$ cat src/rtl/convergencia_ctrl.sv
// convergencia_ctrl: training sequencer for the perceptron epoch engine.
// Loads the initial weights and launches one epoch at a time. Each epoch's
// output weights become the next epoch's input weights. After every epoch the
// per-sample results are compared with the targets. Training stops when they
// all match (converged) or when the epoch limit is reached. Weights pass
// through this block unmodified.
module convergencia_ctrl #(
  parameter int TAM        = 16,
  parameter int N_AMOSTRAS = 4,
  parameter int MAX_EPOCAS = 32
) (
  input  logic                      clk,
  input  logic                      reset,
  input  logic                      start,
  input  logic [TAM-1:0]            w0_init,
  input  logic [TAM-1:0]            w1_init,
  input  logic [TAM-1:0]            w2_init,
  input  logic [N_AMOSTRAS*TAM-1:0] d,
  output logic                      ep_start,
  output logic [TAM-1:0]            ep_w0,
  output logic [TAM-1:0]            ep_w1,
  output logic [TAM-1:0]            ep_w2,
  input  logic                      ep_done,
  input  logic [TAM-1:0]            ep_w0_out,
  input  logic [TAM-1:0]            ep_w1_out,
  input  logic [TAM-1:0]            ep_w2_out,
  input  logic [N_AMOSTRAS*TAM-1:0] ep_result,
  output logic [TAM-1:0]            w0,
  output logic [TAM-1:0]            w1,
  output logic [TAM-1:0]            w2,
  output logic [7:0]                epocas,
  output logic                      busy,
  output logic                      done,
  output logic                      converged
);

  typedef enum logic [2:0] {
    S_IDLE   = 3'd0,
    S_LOAD   = 3'd1,
    S_RUN    = 3'd2,
    S_WAIT   = 3'd3,
    S_CHECK  = 3'd4,
    S_FINISH = 3'd5
  } state_t;

  localparam logic [7:0] EPOCH_LIMIT = 8'(MAX_EPOCAS);

  state_t                      state_q, state_d;
  logic [TAM-1:0]              ep_w0_q, ep_w0_d;
  logic [TAM-1:0]              ep_w1_q, ep_w1_d;
  logic [TAM-1:0]              ep_w2_q, ep_w2_d;
  logic [TAM-1:0]              w0_q, w0_d;
  logic [TAM-1:0]              w1_q, w1_d;
  logic [TAM-1:0]              w2_q, w2_d;
  logic [7:0]                  epocas_q, epocas_d;
  logic                        busy_q, busy_d;
  logic                        done_q, done_d;
  logic                        converged_q, converged_d;
  logic                        ep_start_q, ep_start_d;
  logic [N_AMOSTRAS*TAM-1:0]   result_q, result_d;

  logic [N_AMOSTRAS-1:0]       sample_eq;
  logic                        match;

  // Per-sample compare. Results are bit-exact, except +0 and -0, which count
  // as equal. Both words must have all bits below the sign bit clear.
  generate
    for (genvar gi = 0; gi < N_AMOSTRAS; gi++) begin : g_cmp
      logic [TAM-1:0] r_w, t_w;
      assign r_w = result_q[gi*TAM +: TAM];
      assign t_w = d[gi*TAM +: TAM];
      assign sample_eq[gi] = (r_w == t_w) ||
                             ((r_w[TAM-2:0] == '0) && (t_w[TAM-2:0] == '0));
    end
  endgenerate

  assign match = &sample_eq;

  // Next-state logic and register updates for the training sequence.
  always_comb begin
    state_d     = state_q;
    ep_w0_d     = ep_w0_q;
    ep_w1_d     = ep_w1_q;
    ep_w2_d     = ep_w2_q;
    w0_d        = w0_q;
    w1_d        = w1_q;
    w2_d        = w2_q;
    epocas_d    = epocas_q;
    busy_d      = busy_q;
    done_d      = done_q;
    converged_d = converged_q;
    result_d    = result_q;
    ep_start_d  = 1'b0;

    case (state_q)
      S_IDLE: begin
        if (start) begin
          state_d     = S_LOAD;
          done_d      = 1'b0;
          converged_d = 1'b0;
          epocas_d    = 8'd0;
          busy_d      = 1'b1;
        end
      end
      S_LOAD: begin
        ep_w0_d    = w0_init;
        ep_w1_d    = w1_init;
        ep_w2_d    = w2_init;
        state_d    = S_RUN;
        ep_start_d = 1'b1;  // registered, so the pulse appears exactly in RUN
      end
      S_RUN: begin
        state_d = S_WAIT;
      end
      S_WAIT: begin
        if (ep_done) begin
          ep_w0_d  = ep_w0_out;
          ep_w1_d  = ep_w1_out;
          ep_w2_d  = ep_w2_out;
          result_d = ep_result;
          if (epocas_q != 8'hFF) begin
            epocas_d = epocas_q + 8'd1;
          end
          state_d = S_CHECK;
        end
      end
      S_CHECK: begin
        if (match) begin
          state_d     = S_FINISH;
          converged_d = 1'b1;
          busy_d      = 1'b0;
        end else if (epocas_q == EPOCH_LIMIT) begin
          state_d     = S_FINISH;
          converged_d = 1'b0;
          busy_d      = 1'b0;
        end else begin
          state_d    = S_RUN;
          ep_start_d = 1'b1;
        end
      end
      S_FINISH: begin
        w0_d    = ep_w0_q;
        w1_d    = ep_w1_q;
        w2_d    = ep_w2_q;
        done_d  = 1'b1;
        state_d = S_IDLE;
      end
      default: begin
        state_d = S_IDLE;
        busy_d  = 1'b0;
      end
    endcase
  end

  // State and datapath registers. Reset aborts any epoch in flight.
  always_ff @(posedge clk or negedge reset) begin
    if (!reset) begin
      state_q     <= S_IDLE;
      ep_w0_q     <= '0;
      ep_w1_q     <= '0;
      ep_w2_q     <= '0;
      w0_q        <= '0;
      w1_q        <= '0;
      w2_q        <= '0;
      epocas_q    <= '0;
      busy_q      <= 1'b0;
      done_q      <= 1'b0;
      converged_q <= 1'b0;
      ep_start_q  <= 1'b0;
      result_q    <= '0;
    end else begin
      state_q     <= state_d;
      ep_w0_q     <= ep_w0_d;
      ep_w1_q     <= ep_w1_d;
      ep_w2_q     <= ep_w2_d;
      w0_q        <= w0_d;
      w1_q        <= w1_d;
      w2_q        <= w2_d;
      epocas_q    <= epocas_d;
      busy_q      <= busy_d;
      done_q      <= done_d;
      converged_q <= converged_d;
      ep_start_q  <= ep_start_d;
      result_q    <= result_d;
    end
  end

  assign ep_start  = ep_start_q;
  assign ep_w0     = ep_w0_q;
  assign ep_w1     = ep_w1_q;
  assign ep_w2     = ep_w2_q;
  assign w0        = w0_q;
  assign w1        = w1_q;
  assign w2        = w2_q;
  assign epocas    = epocas_q;
  assign busy      = busy_q;
  assign done      = done_q;
  assign converged = converged_q;

endmodule
$ cat config.mk
export PLATFORM = sky130hd
export DESIGN_NAME = convergencia_ctrl
export DESIGN_NICKNAME = d
export VERILOG_FILES = /design/src/rtl/convergencia_ctrl.sv
export SDC_FILE = /design/constraint.sdc
export NUM_CORES = 1
export LEC_CHECK = 0
export ABC_AREA = 1
export CORE_ASPECT_RATIO = 0.75
export CORE_MARGIN = 4
export CORE_UTILIZATION = 40
export DETAILED_ROUTE_END_ITERATION = 10
export PLACE_DENSITY = 0.8
export SLEW_MARGIN = 20
export SYNTH_ARGS = -nofsm -noshare
export SYNTH_HDL_FRONTEND = slang
export SYNTH_SLANG_ARGS = --single-unit
$ cat constraint.sdc
create_clock -name clk -period 1.5 [get_ports clk]
set_input_delay 0.3 -clock clk [delete_from_list [all_inputs] [get_ports clk]]
set_output_delay 0.3 -clock clk [all_outputs]
set_load 0.05 [all_outputs]
==> impl_metrics.json, run 1 <==
{
  "viasPerCell": 5.02,
  "cts_tree": "done",
  "setup_ws_ns": -0.214,
  "clk_latency_ns": 0.43,
  "hold_viol": 0,
  "drt_iter0_drc": 472,
  "synth_edf_count": 0,
  "relSlewSlack_pct": 66.0,
  "finalMaxSlewViolations": 0,
  "syn2layout_area_growth_pct": 78.5,
  "fillers": 1417,
  "rr_worst_depth": 10,
  "die-area_um2": 23500,
  "period_minus_slack_ns": 1.71,
  "gr-total-overflow": 0,
  "numCtsBuffers": 17,
  "rsz0062_at_grt": "yes",
  "drt_first_pass_iters": 5,
  "critPathArrivalTime_ns": 2.05,
  "h-tree-depth": 4,
  "routed_wl_um": 30100,
  "synthCells": 952,
  "fmax_mhz": 584,
  "fin_crit_sh_pct": 114,
  "synth_top_area_share_pct": 51.8,
  "grt_start_max_net_pins": 52,
  "yosysSeqAreaShare_pct": 51.8,
  "clock_skew_ns": 0.0133,
  "endpoint_kind": "register",
  "cts_sinks": 175,
  "setup_viol": 128,
  "drt-wirelength-per-cell_um": 18.1,
  "vias": 8321,
  "die_h_um": 134,
  "clkTransAtPathRegs_ns": 0.08,
  "rr_endpoint": "epocas[2]",
  "synth_top_area_cell": "dfrtp_1",
  "clock_tree.root_cell": "clkbuf_16",
  "ys_async_sr_fraction_pct": 100,
  "die_w_um": 176,
  "power_mw": 35.7,
  "worst_hold_path_type": "in -> async",
  "ys_warn_count": 0,
  "grt_pass1_vias": 8141,
  "yosys_most_used_dff": "dfrtp_1",
  "start_util_pct": 41.2,
  "synth_common_cells": "nand2_1, nor2_1, dfrtp_1",
  "crit_type": "reg -> reg",
  "violations": "setup timing",
  "ys_types": 30,
  "crit_path_start_kind": "register",
  "rrSetupSlack_ns": -0.21,
  "power_density_nw_per_um2": 2370,
  "dpl.hpwl_um": 21600,
  "irDropWorstVdd_mv": 1.48,
  "ctsLongestPathBuffers": 2,
  "leakage_nw": 6.92,
  "syn_area_um2": 8450,
  "cp.required_ns": 1.83,
  "syn-num-nets": 1182,
  "final_nets": 1593,
  "antenna_left": 0,
  "path_max_fanout": 4,
  "grtUsageTotal_pct": 23.0,
  "dpl_cell_area_um2": 13600,
  "antenna_found_initial": 0,
  "io_buffer_count": 335,
  "rows": 45,
  "synth.most_common_cell": "nand2_1",
  "yosys_register_bits": 175,
  "core_um2": 20500,
  "final_cell_area_um2": 15100,
  "finalWeightedCongestion": 0.886,
  "syn_avg_cell_area_um2": 8.87,
  "r2r_start": "state_q[1]",
  "drive_above_1_share_pct": 29.7,
  "synth_area_leaders": "dfrtp_1, mux2_2, nand2_1",
  "grt_first_pass_wirelength_um": 43000,
  "cap_violations": 0,
  "drc_errors": 0,
  "worst_pin_slew_ns": 0.506,
  "io_pins": 336,
  "status": "finished, violations left",
  "diodes": 0
}
registers in the layout (all words and copies together), names as in the netlist:
signal and cells:
w2 16, ep_w0 16, w0 16, ep_start 1
ep_w2 16, done 1, converged 1, w1 16
epocas 8, busy 1, ep_w1 16, state_q 3
result_q 64
report_power, final:
part           internal, mW  switching (mW)
Combinational          10.6            10.7
Clock                  2.60            2.12
Sequential             7.06            2.52
Total                  20.3            15.4
routing by layer:
metal	up-vias	GRT usage [%]	routed length, um
met5	-	0	0
met4	0	6.71	652
met3	38	5.75	1880
met2	279	39.7	15000
met1	4085	28.9	12600
li1	3919	-	-
layout make-up:
cell class              instances  area [um2]  area share, %
clock buffers                  18         439           2.91
flip-flops and latches        175        4390           29.1
well taps                     282         353           2.34
inverters                      81         304           2.02
repair buffers                422        5530           36.7
multi-input cells             666        3880           25.7
clock inverters                14         188           1.24
critical path, stage by stage, from the launching register on:
cell and delay (ns):
dfrtp_1 0.45, inv_2 0.09, nand3_2 0.07, or2_1 0.28
nand2_2 0.10, a21oi_2 0.04, nand2_2 0.13, nor3_4 0.07
buf_4 0.13, buf_4 0.12, nor3b_2 0.14
cell families after synthesis:
| kind of cell | synth area share [%] |
|---|---|
| AO/OA/AOI/OAI | 5.23 |
| multiplexers | 13.2 |
| XOR/XNOR | 1.76 |
| adder cells (fa/ha/maj) | 0.296 |
| AND/OR/NAND/NOR | 22.2 |
| flip-flops | 51.8 |
| buffers and inverters | 5.47 |
per-stage QoR:
step / util (%) / cells / setup slack (ns) / hold WS (ns) / TNS, ns
6_report: 73.6 / 1658 / -0.214 / 0.329 / -15.91
4_1_cts: 70.8 / 1632 / -0.0967 / 0.312 / -0.920
5_1_grt: 73.6 / 1658 / -0.304 / 0.339 / -23.19
2_1_floorplan: - / 952 / -0.0664 / 0.00441 / -0.121
3_5_place_dp: 66.4 / 1588 / -0.545 / 0.206 / -27.95
3_3_place_gp: 66.4 / 1588 / -0.491 / 0.208 / -24.90
layout by cell type (no fill, tap or decap), types with 3 or more instances in the layout:
cell type,count
clkdlybuf4s50_1,226
nor2_2,33
a31oi_1,48
a21oi_2,3
nand2_1,209
inv_6,5
o21ai_1,3
inv_1,72
nor2_1,171
mux2_2,99
nor3_1,3
buf_8,3
xor2_1,17
inv_2,9
nand3_2,4
buf_12,119
nand2_8,5
nand3_1,9
buf_4,50
dfrtp_1,168
dfrtp_2,7
a21oi_1,15
buf_6,7
o21ai_0,4
clkbuf_16,26
nand2_2,13
nand4_1,17
inv_8,3
buf_16,5
worst max path at each step:
stage,cells past startpoint,endpoint,from
finish,10,epocas[2],state_q[1]
global route,10,epocas[2],state_q[1]
CTS,11,converged,result_q[1]
detailed placement,14,converged,d[16]
global placement,16,busy,d[16]
floorplan,9,epocas[7],epocas[1]
timing repair:
item                                    CTS  global route
endpoints found under the setup margin   62           144
cloned                                    2            16
endpoints found under the hold margin    25             0
buffers inserted                          9            10
resized for setup                        43            46
hold buffers                              1             0
pin swaps                                27            28
(Power assumes the default switching activity.)
==> inputs of run 2 (changes only) <==
--- a/config.mk
+++ b/config.mk
@@ -6,6 +6,7 @@
 export NUM_CORES = 1
 export LEC_CHECK = 0
 export ABC_AREA = 1
+export CAP_MARGIN = 20
 export CORE_ASPECT_RATIO = 0.75
 export CORE_MARGIN = 4
 export CORE_UTILIZATION = 40
==> results of run 2 <==
No change in the layout: final DEF, timing and power equal those of run 1.
==> inputs of run 3 (changes only) <==
--- a/config.mk
+++ b/config.mk
@@ -6,7 +6,6 @@
 export NUM_CORES = 1
 export LEC_CHECK = 0
 export ABC_AREA = 1
-export CAP_MARGIN = 20
 export CORE_ASPECT_RATIO = 0.75
 export CORE_MARGIN = 4
 export CORE_UTILIZATION = 40
==> results of run 3 <==
No change in the layout: final DEF, timing and power equal those of run 1.
